<file path="config.mk">
export PLATFORM = sky130hd
export DESIGN_NAME = clip_mem_sequencer
export DESIGN_NICKNAME = d
export VERILOG_FILES = /design/src/rtl/clip_pkg.sv /design/src/rtl/clip_offset_counter.sv /design/src/rtl/clip_mem_sequencer.sv
export SDC_FILE = /design/constraint.sdc
export NUM_CORES = 1
export LEC_CHECK = 0
export CAP_MARGIN = 20
export CORE_MARGIN = 4
export CORE_UTILIZATION = 41
export DETAILED_ROUTE_END_ITERATION = 8
export GPL_TIMING_DRIVEN = 0
export PLACE_DENSITY = 0.77
export SYNTH_ARGS = -nofsm -noshare
export SYNTH_HDL_FRONTEND = slang
export SYNTH_HIERARCHICAL = 1
export SYNTH_SLANG_ARGS = --single-unit
</file>
<file path="constraint.sdc">
create_clock -name clock -period 2.37 [get_ports clock]
set_input_delay 0.3555 -clock clock [delete_from_list [all_inputs] [get_ports clock]]
set_output_delay 0.3555 -clock clock [all_outputs]
set_load 0.02 [all_outputs]
</file>
<file path="src/rtl/clip_pkg.sv">
// rtl/clip_pkg.sv - shared types and constants for the clip memory sequencer
package clip_pkg;

  // Sequencer states
  typedef enum logic [2:0] {
    ST_IDLE,
    ST_WRITE,
    ST_RD_REQ,
    ST_RD_WAIT,
    ST_RD_PRESENT,
    ST_DONE
  } state_t;

  // Bit positions inside memoryselect_clip_1
  localparam int MS_BLOCK = 1;
  localparam int MS_WRITE = 0;

  // Default clip geometry: 2 s at 16 kHz in a 32K-sample block
  localparam int DEFAULT_CLIP_LEN = 32000;
  localparam int DEFAULT_OFFS_W   = 15;

endpackage

</file>
<file path="src/rtl/clip_offset_counter.sv">
// rtl/clip_offset_counter.sv - per-block sample offset counter with terminal flag
module clip_offset_counter #(
  parameter int OFFS_W   = 15,
  parameter int CLIP_LEN = 32000
) (
  input  logic              clock,
  input  logic              reset,
  input  logic              clr,
  input  logic              inc,
  output logic [OFFS_W-1:0] count,
  output logic              last
);

  localparam logic [OFFS_W-1:0] LAST_OFFS = OFFS_W'(CLIP_LEN - 1);

  // Clear wins over increment; the count saturates at the last sample so it never wraps
  always_ff @(posedge clock or posedge reset) begin
    if (reset) begin
      count <= '0;
    end else if (clr) begin
      count <= '0;
    end else if (inc && !last) begin
      count <= count + OFFS_W'(1);
    end
  end

  assign last = (count == LAST_OFFS);

endmodule

</file>
<file path="src/rtl/clip_mem_sequencer.sv">
// rtl/clip_mem_sequencer.sv - record/play sequencer between clip RAM and serdes
module clip_mem_sequencer
  import clip_pkg::*;
#(
  parameter int SAMPLE_W = 16,
  parameter int OFFS_W   = DEFAULT_OFFS_W,
  parameter int CLIP_LEN = DEFAULT_CLIP_LEN
) (
  input  logic                clock,
  input  logic                reset,
  input  logic                timer,
  input  logic [1:0]          memoryselect_clip_1,
  input  logic                seriena,
  input  logic                deseriena,
  input  logic                rx_valid,
  input  logic [SAMPLE_W-1:0] rx_data,
  input  logic                tx_ready,
  output logic                tx_valid,
  output logic [SAMPLE_W-1:0] tx_data,
  output logic [OFFS_W:0]     mem_addr,
  output logic                mem_we,
  output logic [SAMPLE_W-1:0] mem_wdata,
  input  logic [SAMPLE_W-1:0] mem_rdata,
  output logic                seconds2,
  output logic                busy
);

  state_t            state;
  logic              blk;
  logic              armed;
  logic [OFFS_W-1:0] offset;
  logic              offs_last;
  logic              offs_clr;
  logic              offs_inc;
  logic              start_wr;
  logic              start_rd;
  logic              abort;

  // A command starts only when exactly one enable matches the direction bit
  assign start_wr = (state == ST_IDLE) & timer & deseriena & ~seriena &
                    memoryselect_clip_1[MS_WRITE] & armed;
  assign start_rd = (state == ST_IDLE) & timer & seriena & ~deseriena &
                    ~memoryselect_clip_1[MS_WRITE] & armed;
  assign abort    = ~timer & (state != ST_IDLE) & (state != ST_DONE);

  // The address is always the latched block plus the live offset; a write's
  // offset only advances after its mem_we cycle, so the address holds for it
  assign mem_addr = {blk, offset};

  // Offset control: clear on start or abort, advance after each write or handshake
  always_comb begin
    offs_clr = 1'b0;
    offs_inc = 1'b0;
    if (state == ST_IDLE) begin
      offs_clr = start_wr | start_rd;
    end else if (abort) begin
      offs_clr = 1'b1;
    end else if (state == ST_WRITE) begin
      offs_inc = mem_we & ~offs_last;
    end else if (state == ST_RD_PRESENT) begin
      offs_inc = tx_ready & ~offs_last;
    end
  end

  clip_offset_counter #(
    .OFFS_W   (OFFS_W),
    .CLIP_LEN (CLIP_LEN)
  ) u_offset (
    .clock (clock),
    .reset (reset),
    .clr   (offs_clr),
    .inc   (offs_inc),
    .count (offset),
    .last  (offs_last)
  );

  // Sequencer FSM with registered datapath and handshake outputs
  always_ff @(posedge clock or posedge reset) begin
    if (reset) begin
      state     <= ST_IDLE;
      blk       <= 1'b0;
      armed     <= 1'b1;
      tx_valid  <= 1'b0;
      tx_data   <= '0;
      mem_we    <= 1'b0;
      mem_wdata <= '0;
      seconds2  <= 1'b0;
      busy      <= 1'b0;
    end else begin
      seconds2 <= 1'b0;
      mem_we   <= 1'b0;
      if (!timer) begin
        armed <= 1'b1;
      end
      case (state)
        ST_IDLE: begin
          if (start_wr) begin
            blk   <= memoryselect_clip_1[MS_BLOCK];
            state <= ST_WRITE;
            busy  <= 1'b1;
          end else if (start_rd) begin
            blk   <= memoryselect_clip_1[MS_BLOCK];
            state <= ST_RD_REQ;
            busy  <= 1'b1;
          end
        end
        ST_WRITE: begin
          if (!timer) begin
            state <= ST_IDLE;
            busy  <= 1'b0;
          end else if (mem_we && offs_last) begin
            // The final write has just gone out; anything on rx_valid now is dropped
            state    <= ST_DONE;
            seconds2 <= 1'b1;
            armed    <= 1'b0;
          end else if (rx_valid) begin
            mem_wdata <= rx_data;
            mem_we    <= 1'b1;
          end
        end
        ST_RD_REQ: begin
          if (!timer) begin
            state <= ST_IDLE;
            busy  <= 1'b0;
          end else begin
            state <= ST_RD_WAIT;
          end
        end
        ST_RD_WAIT: begin
          if (!timer) begin
            state <= ST_IDLE;
            busy  <= 1'b0;
          end else begin
            tx_data  <= mem_rdata;
            tx_valid <= 1'b1;
            state    <= ST_RD_PRESENT;
          end
        end
        ST_RD_PRESENT: begin
          if (!timer) begin
            tx_valid <= 1'b0;
            state    <= ST_IDLE;
            busy     <= 1'b0;
          end else if (tx_ready) begin
            tx_valid <= 1'b0;
            if (offs_last) begin
              state    <= ST_DONE;
              seconds2 <= 1'b1;
              armed    <= 1'b0;
            end else begin
              state <= ST_RD_REQ;
            end
          end
        end
        ST_DONE: begin
          state <= ST_IDLE;
          busy  <= 1'b0;
        end
        default: begin
          state    <= ST_IDLE;
          tx_valid <= 1'b0;
          busy     <= 1'b0;
        end
      endcase
    end
  end

endmodule

</file>
# Word-level counts from Yosys, hierarchy flattened
# Cells that the tools add are included.
op_classes:
  addsub: 1
  eq_ne: 12
  mux: 45
  n_bitwise: 21
  reduce_logical: 15
op_table:
  columns: ["operator", "count"]
  rows:
  - ["$mux 15", 2]
  - ["$mux 1", 29]
  - ["$mux 3", 8]
  - ["$add 15x1->15 const B", 1]
  - ["$eq 15x15->1 const B", 1]
  - ["$pmux 3 s5", 1]
  - ["$and 1x1->1", 13]
  - ["$ne 3x3->1 const B", 3]
  - ["$reduce_or 4->1", 2]
  - ["$not 1->1", 7]
  - ["$eq 3x2->1 const B", 2]
  - ["$eq 3x3->1 const B", 2]
  - ["$pmux 1 s2", 3]
  - ["$reduce_and 2->1", 3]
  - ["$reduce_and 3->1", 2]
  - ["$ne 2x2->1 const B", 2]
  - ["$reduce_and 4->1", 1]
  - ["$reduce_bool 2->1", 2]
  - ["$eq 3x1->1 const B", 1]
  - ["$logic_not 3->1", 1]
  - ["$ne 3x2->1 const B", 1]
  - ["$pmux 1 s3", 1]
  - ["$reduce_bool 3->1", 1]
  - ["$logic_and 1x1->1", 2]
  - ["3 further kinds", 3]
word_totals:
  regBits: 56

# Longest topological paths before layout
# Gate-level depths: netlist of run 1.
logic_depth:
  ltp_word: 10
  ltp_mapped: 9

# By module
# The synthesis of run 1 kept the hierarchy.
modules_own_cells:
  columns: ["module", "instances", "cells_each", "area_per_inst_um2", "seq_area_each_um2"]
  rows:
  - ["clip_mem_sequencer", 1, 137, 1825.5, 1027.2]
  - ["clip_offset_counter", 1, 83, 829.5, 375.4]

# Least setup slack after synthesis of run 1
# OpenSTA, ideal clock, no wires.
synth_path:
  path_type: "register -> register"
  start: "reg u_offset.count[0]"
  end: "reg u_offset.count[13]"
  setup_time_ns: 0.125
  arrival_ns: 2.610
  required_ns: 2.245
  setup_slack_ns: -0.365
  stages_incl_launch_ff: 10
  path_buffers: 0
  period_less_slack_ns: 2.735
  cell_sequence: "dfrtp_1 > ha_1 > nand4_1 > nor4_1 > a21oi_1 > and2_1 > nand4_2 > nor4_1 > nand3_1 > mux2_2"
synth_via:
  elab_chain_cells: 9
  elab_cells_between_ends: 14
  classes_between: "add/sub: 1; eq/ne: 1; mux: 6; bitwise: 3; reduce/logical: 3"
synth_rtl:
  columns: ["item", "line_no", "rtl"]
  rows:
  - ["from (decl)", "clip_offset_counter.sv:10", "output logic [OFFS_W-1:0] count,"]
  - ["from (signal assigned)", "clip_offset_counter.sv:23", "count <= count + OFFS_W'(1);"]
  - ["$eq 15x15->1 *", "clip_offset_counter.sv:27", "assign last = (count == LAST_OFFS);"]
  - ["named net offs_last", "clip_mem_sequencer.sv:32", "logic offs_last;"]
  - ["$not 1->1 *", "clip_mem_sequencer.sv:59, clip_mem_sequencer.sv:61", null]
  - ["$and 1x1->1", "clip_mem_sequencer.sv:61", "offs_inc = tx_ready & ~offs_last;"]
  - ["$mux 1", "clip_mem_sequencer.sv:60", "end else if (state == ST_RD_PRESENT) begin"]
  - ["$mux 1 *", "clip_mem_sequencer.sv:58", "end else if (state == ST_WRITE) begin"]
  - ["$mux 1 *", "clip_mem_sequencer.sv:56", "end else if (abort) begin"]
  - ["$mux 1 *", "clip_mem_sequencer.sv:54", "if (state == ST_IDLE) begin"]
  - ["named net offs_inc", "clip_mem_sequencer.sv:34", "logic offs_inc;"]
  - ["$logic_and 1x1->1 *", "clip_offset_counter.sv:22", "end else if (inc && !last) begin"]
  - ["$reduce_bool 2->1 (no line) *", null, null]
# The timed path passes the listed nets; every way through them passes the cells marked *. The select of a mux whose other input is x is not followed.
# A chain may end at the register's enable or synchronous reset.

# Worst setup path after layout of run 1
layout_path:
  start: "in timer"
  end: "reg u_offset.count[9]"
layout_via:
  elab_cells_between_ends: 20
  classes_between: "mux: 5; bitwise: 13; reduce/logical: 2"
layout_rtl:
  columns: ["item", "line_no", "rtl"]
  rows:
  - ["from (decl)", "clip_mem_sequencer.sv:11", "input logic timer,"]
  - ["$not 1->1", "clip_mem_sequencer.sv:44", "assign abort = ~timer & (state != ST_IDLE) & (state != ST_DONE);"]
  - ["$and 1x1->1 (2 in a row)", "clip_mem_sequencer.sv:44", null]
  - ["$mux 1", "clip_mem_sequencer.sv:56", null]
  - ["$mux 1", "clip_mem_sequencer.sv:54", null]
  - ["named net offs_inc", "clip_mem_sequencer.sv:34", null]
  - ["$logic_and 1x1->1", "clip_offset_counter.sv:22", null]
  - ["$reduce_bool 2->1 (no line)", null, null]
# The timed path passes the listed nets, and every way through them passes these cells.

==> results of run 1 <==
[synth_stat cells, types with 2 or more instances]
master / number / area [sq um]
dfrtp_1: 55 / 1380
mux2_2: 34 / 383
nor2_1: 11 / 41.3
nand3_1: 10 / 50.1
a21oi_1: 9 / 45.0
o21ai_0: 9 / 45.0
inv_1: 6 / 22.5
nand2_1: 6 / 22.5
xnor2_1: 5 / 43.8
clkbuf_1: 4 / 15.0
nand4_1: 4 / 25.0
nor2b_1: 4 / 25.0
nor3b_1: 4 / 30.0
o31ai_1: 4 / 30.0
nand2b_1: 3 / 18.8
nand3b_1: 3 / 22.5
nor4_1: 3 / 18.8
a2111oi_0: 2 / 17.5
a22oi_1: 2 / 15.0
and3b_1: 2 / 17.5
buf_6: 2 / 22.5
o211ai_1: 2 / 15.0
or3_1: 2 / 12.5
or3_2: 2 / 15.0
xor2_1: 2 / 17.5
[cells in the final DEF, fill, tap and decap left out, drive strengths merged, types with 2 or more instances in the layout]
| cell | instances |
|---|---|
| mux2 | 34 |
| or3 | 4 |
| xnor2 | 5 |
| dfrtp | 55 |
| nand3b | 3 |
| nor4 | 3 |
| inv | 6 |
| o21ai | 9 |
| nand2 | 6 |
| a2111oi | 2 |
| clkinv | 2 |
| xor2 | 2 |
| or4 | 2 |
| clkdlybuf4s50 | 92 |
| nand2b | 3 |
| a22oi | 2 |
| buf | 19 |
| o31ai | 4 |
| nand3 | 11 |
| nor3b | 4 |
| nand4 | 6 |
| and3b | 2 |
| nor2b | 5 |
| clkbuf | 8 |
| nor2 | 11 |
| o211ai | 2 |
| a21oi | 9 |
[power groups by stage]
stage | clock, uW | sequential [uW] | combinational [uW]
final | 542 | 1350 | 1420
after CTS | 566 | 1360 | 1420
after floorplan | 0 | 1650 | 453
after global routing | 608 | 1380 | 1520
after global placement | 0 | 1360 | 1400
after detailed placement | 0 | 1370 | 1410
[worst max-delay path: stages]
cell	delay, ps
clkdlybuf4s50_1	660
inv_1	150
a21oi_1	150
and2_4	200
nand4_4	160
or2_4	300
or4_1	480
a21oi_1	150
[per-stage QoR]
stage          power, uW  setup WS (ps)
6_report            3310           2.57
5_1_grt             3510          -62.8
4_1_cts             3340           4.89
3_5_place_dp        2780           -405
3_3_place_gp        2750           -379
2_1_floorplan       2100          -7.83
[cell type report]
class | count | area [sq um]
fillers | 529 | 2380
flip-flops and latches | 56 | 1410
multi-input cells | 150 | 1240
repair buffers | 106 | 1030
well taps | 77 | 96.3
clock buffers | 6 | 82.6
plain buffers | 7 | 53.8
inverters | 6 | 22.5
clock inverters | 2 | 10.0
[metal layers]
metal	GRT usage, %	share of wire (%)
met1	20.7	41
met2	24.3	47
met3	8.01	11
met4	4.95	0.60
met5	0	0
[sequential cells by signal, summed over array words and instances (netlist names)]
| register | count |
|---|---|
| state | 3 |
| tx_data | 16 |
| armed | 1 |
| busy | 1 |
| mem_we | 1 |
| u_offset/count | 15 |
| seconds2 | 1 |
| tx_valid | 1 |
| blk | 1 |
| mem_wdata | 16 |
[cells by family after synthesis]
group                      Yosys count  share of synthesized area [%]
AOI/OAI and AO/OA                   37                           9.80
buffers and inverters               14                           2.73
adders and majority gates            1                          0.471
DFF                                 56                           52.8
xor gates and xnor gates             7                           2.31
muxes                               35                           14.8
and+or+nand+nor                     70                           17.1
[worst paths after layout]
kind	start	to	slack, ps
setup / recovery	timer	u_offset/count[9]$_DFFE_PP0P_	3
hold / removal	reset	u_offset/count[7]$_DFFE_PP0P_	450
setup reg to reg	u_offset/count[0]$_DFFE_PP0P_	u_offset/count[9]$_DFFE_PP0P_	3
hold reg to reg	tx_data[7]$_DFFE_PP0P_	tx_data[7]$_DFFE_PP0P_	510
max in group asynchronous	reset	state[2]$_DFFE_PP0P_	1230
min in group clock	tx_data[7]$_DFFE_PP0P_	tx_data[7]$_DFFE_PP0P_	510
[repair_timing]
item / CTS / global route
endpoints found under the setup margin: 24 / 15
buffers inserted: 3 / 11
pin swaps: 1 / 7
gates resized for setup: 5 / 8
==> metrics.yaml, run 1 <==
yosys:
  ys_async_sr_fraction_pct: 100
  synth_ff_type: "dfrtp_1"
  ys_seq_area_share_pct: 52.8
  synth-edff-count: 0
  syn_inst: 220
  ys_seq_elements: 56
  yosysWarnings: 6
  synth_area_sq_um: 2660
  ys_types: 55
  synthesis.nets: 262
  avgSynthCellArea_sq_um: 12.1
cts:
  cts_max_level: 2
  clockBufferDepth: 2
  ctsRootBufferMaster: "clkbuf_8"
  cts_tree: "built"
  clk_latency_ps: 310
  cts_made_buffers: 5
  cts_sinks: 56
  clkTransAtPathRegs_ps: 100
  cts-hold-fix-buffers: 0
global_route:
  grt_max_degree: 42
  track_usage_pct: 16.2
  antenna_found_initial: 0
  gr-total-overflow: 0
  grt_pass1_wl_microns: 9960
  grt_pass1_vias: 2138
power:
  swShare_pct: 34.1
  power.switching_uw: 1130
  clock_power_share_pct: 16.4
  pwr-share-seq_pct: 40.8
  p_leak_uw: 0.00170
  comb_power_share_pct: 42.8
  ir_worst_vdd_mv: 0.651
  internal_power_uw: 2180
  p_per_area_nw_per_um2: 841
timing:
  clock_skew_ps: 6.79
  setup_tns_ps: 0
  timing.fmax_mhz: 422
  holdWs_ps: 452
  worst_pin_slew_ps: 839
  period_share_pct: 99.9
  rsz0062_at_grt: "yes"
  hold_violations: 0
  min_period_ps: 2370
  slew-limit-headroom_pct: 44.0
  slew_violations: 0
  setup_violations: 0
critical_path:
  crit_path_max_fanout: 11
  crit_type: "in -> reg"
  critPathCaptureType: "flop"
  worst-r2r-cell-count: 9
  critPathArrivalTime_ps: 2600
  crit_required_ps: 2600
  start_kind: "primary input"
route:
  wl_microns: 6350
  vias: 2180
  viasPerCell: 5.32
  post-route-drc-count: 0
  drtPass1Iterations: 4
  routedWlPerCell_microns: 15.5
  drt_iter0_markers: 66
  ant_nets: 0
job:
  drv_cap: 0
final_layout:
  stdcell_area_sq_um: 3940
  fin_cells: 410
  num-nets-final: 374
  area_growth_pct: 48.3
  n_antenna_cell: 0
  fin_util_pct: 62.4
  drive_gt1_share_pct: 25.8
floorplanning:
  ios: 93
  start_util_pct: 42.1
  core_area_sq_um: 6310
  die_area_sq_um: 7830
  dieHeight_microns: 88.5
  placementRows: 29
  die_w_microns: 88.5
place:
  gp_congestion: 0.824
  port_buffers: 92
  place_area_sq_um: 3720
  dpl.hpwl_microns: 4580
  place_inst: 389
worst_hold_path:
  hold_path_class: "in -> async"
run_status:
  status: "complete, no violations"
Power figures use the tool's default switching activity.
==> inputs of run 2 (changes only) <==
- ABC_AREA: unset -> 0
==> results of run 2 <==
The final DEF is identical to that of run 1; final timing and power are the same.
==> inputs of run 3 (changes only) <==
- RECOVER_POWER: unset -> 50
==> metrics.yaml, run 3 (synthesized netlist as in run 1, its figures left out) <==
run_status:
  status: "finished, violations left"
  violations: "capacitance limit, slew limit"
critical_path:
  path_cells: "clkdlybuf4s50_1, inv_1, a21oi_1, and2_4, nand4_4, or2_4, or4_1, a21oi_1"
  crit_buf_inv: 2
  critPathCaptureType: "flop"
  cp_top_family: "simple AND/OR/NAND/NOR gates"
  crit_type: "in -> reg"
  ff2ff_setup_slack_ps: 2
  crit_path_frequent_cell: "a21oi_1"
  reg2reg_from: "u_offset/count[0]$_DFFE_PP0P_"
  r2r-end: "u_offset/count[9]$_DFFE_PP0P_"
  path_depth: 8
  crit_end: "u_offset/count[9]$_DFFE_PP0P_"
  crit_path_max_fanout: 11
  crit_start: "timer"
  crit_required_ps: 2600
  worst-r2r-cell-count: 9
  critPathArrivalTime_ps: 2600
  start_kind: "primary input"
  max_stage_delay_ps: 660
  critPathSlowestCell: "clkdlybuf4s50_1"
timing:
  min_period_ps: 2370
  fin_ws_ps: 1.85
  slew-limit-headroom_pct: -2.07
  setup_tns_ps: 0
  slew_violations: 42
  rsz0062_at_grt: "yes"
  period_share_pct: 99.9
  hold_violations: 0
  clock_skew_ps: 6.58
  worst_pin_slew_ps: 1530
  holdWs_ps: 508
  timing.fmax_mhz: 422
  setup_violations: 0
global_route:
  grt_pass1_wl_microns: 9960
  grt_pass1_vias: 2138
  gr-total-overflow: 0
  antenna_found_initial: 0
  grt_max_degree: 42
  track_usage_pct: 16.2
floorplanning:
  start_util_pct: 42.1
  core_area_sq_um: 6310
  placementRows: 29
  ios: 93
  die_w_microns: 88.5
  die_area_sq_um: 7830
  dieHeight_microns: 88.5
job:
  drv_cap: 1
route:
  ant_nets: 0
  wl_microns: 6350
  drt_iter0_markers: 62
  viasPerCell: 5.32
  vias: 2182
  routedWlPerCell_microns: 15.5
  drtPass1Iterations: 4
  post-route-drc-count: 0
cts:
  cts_max_level: 2
  clk_latency_ps: 310
  cts_sinks: 56
  cts_tree: "built"
  clkTransAtPathRegs_ps: 100
  clockBufferDepth: 2
  ctsRootBufferMaster: "clkbuf_8"
  cts-hold-fix-buffers: 0
  cts_made_buffers: 5
place:
  preCtsSetupSlack_ps: -405
  place_area_sq_um: 3720
  gp_congestion: 0.824
  dpl.hpwl_microns: 4580
  port_buffers: 92
  place_inst: 389
final_layout:
  top_regs: "mem_wdata: 16 flops, tx_data: 16 flops, u_offset/count: 15 flops"
  stdcell_area_sq_um: 3940
  fin_cells: 410
  final_cell_mix: "clkdlybuf4s50_1, dfrtp_1, mux2_2"
  num-nets-final: 374
  drive_gt1_share_pct: 25.5
  n_antenna_cell: 0
  area_growth_pct: 48.3
  final_common_cell: "clkdlybuf4s50_1"
worst_hold_path:
  hold_path_class: "reg -> reg"
  worstHoldStart: "tx_data[7]$_DFFE_PP0P_"
power:
  p_per_area_nw_per_um2: 826
  ir_worst_vdd_mv: 0.628
  p_leak_uw: 0.00175
[run 3: final cells by class]
cell class              instances  area (sq um)
fillers                       529          2380
flip-flops and latches         56          1410
multi-input cells             150          1240
repair buffers                106          1030
well taps                      77          96.3
clock buffers                   6          82.6
plain buffers                   7          53.8
inverters                       6          22.5
clock inverters                 2          10.0
[run 3: worst reg2reg max path, stage by stage, from the launching register on]
cell and delay [ps]:
dfrtp_2 460, ha_4 180, nand4_1 150, nor4_4 90, a21oi_1 130, and2_4 200, nand4_4 160, or2_4 300
or4_1 480, a21oi_1 150
[run 3: stage by stage]
| stage | util (%) | total power [uW] |
|---|---|---|
| finish | 62.4 | 3250 |
| global route | 62.4 | 3450 |
| CTS | 60.8 | 3340 |
| detailed placement | 58.9 | 2780 |
| global placement | 58.9 | 2750 |
| floorplan | - | 2100 |
[run 3: how the worst min path moves through the flow]
stage / cells after the start / endpoint
2_1_floorplan: 1 / u_offset/count[10]$_DFFE_PP0P_
3_3_place_gp: 1 / mem_wdata[0]$_DFFE_PP0P_
3_5_place_dp: 1 / tx_data[15]$_DFFE_PP0P_
4_1_cts: 2 / u_offset/count[7]$_DFFE_PP0P_
5_1_grt: 1 / tx_data[7]$_DFFE_PP0P_
6_report: 1 / tx_data[7]$_DFFE_PP0P_
[run 3: power breakdown]
part	internal [uW]	total [uW]	switching [uW]
clock network	234	541	307
registers	1210	1350	137
logic	688	1360	677
[run 3: timing repair]
action | CTS | global route
resized for setup | 5 | 8
pin swaps | 1 | 7
hold endpoints to repair | 0 | 0
setup endpoints to repair | 24 | 15
buffers inserted | 3 | 11
[run 3: layer usage]
layer	routed length [microns]	GRT usage, %	vias up
met2	3000	24.3	84
met1	2610	20.7	1054
met5	0	0	-
li1	-	-	1039
met4	38	4.95	0
met3	699	8.01	5
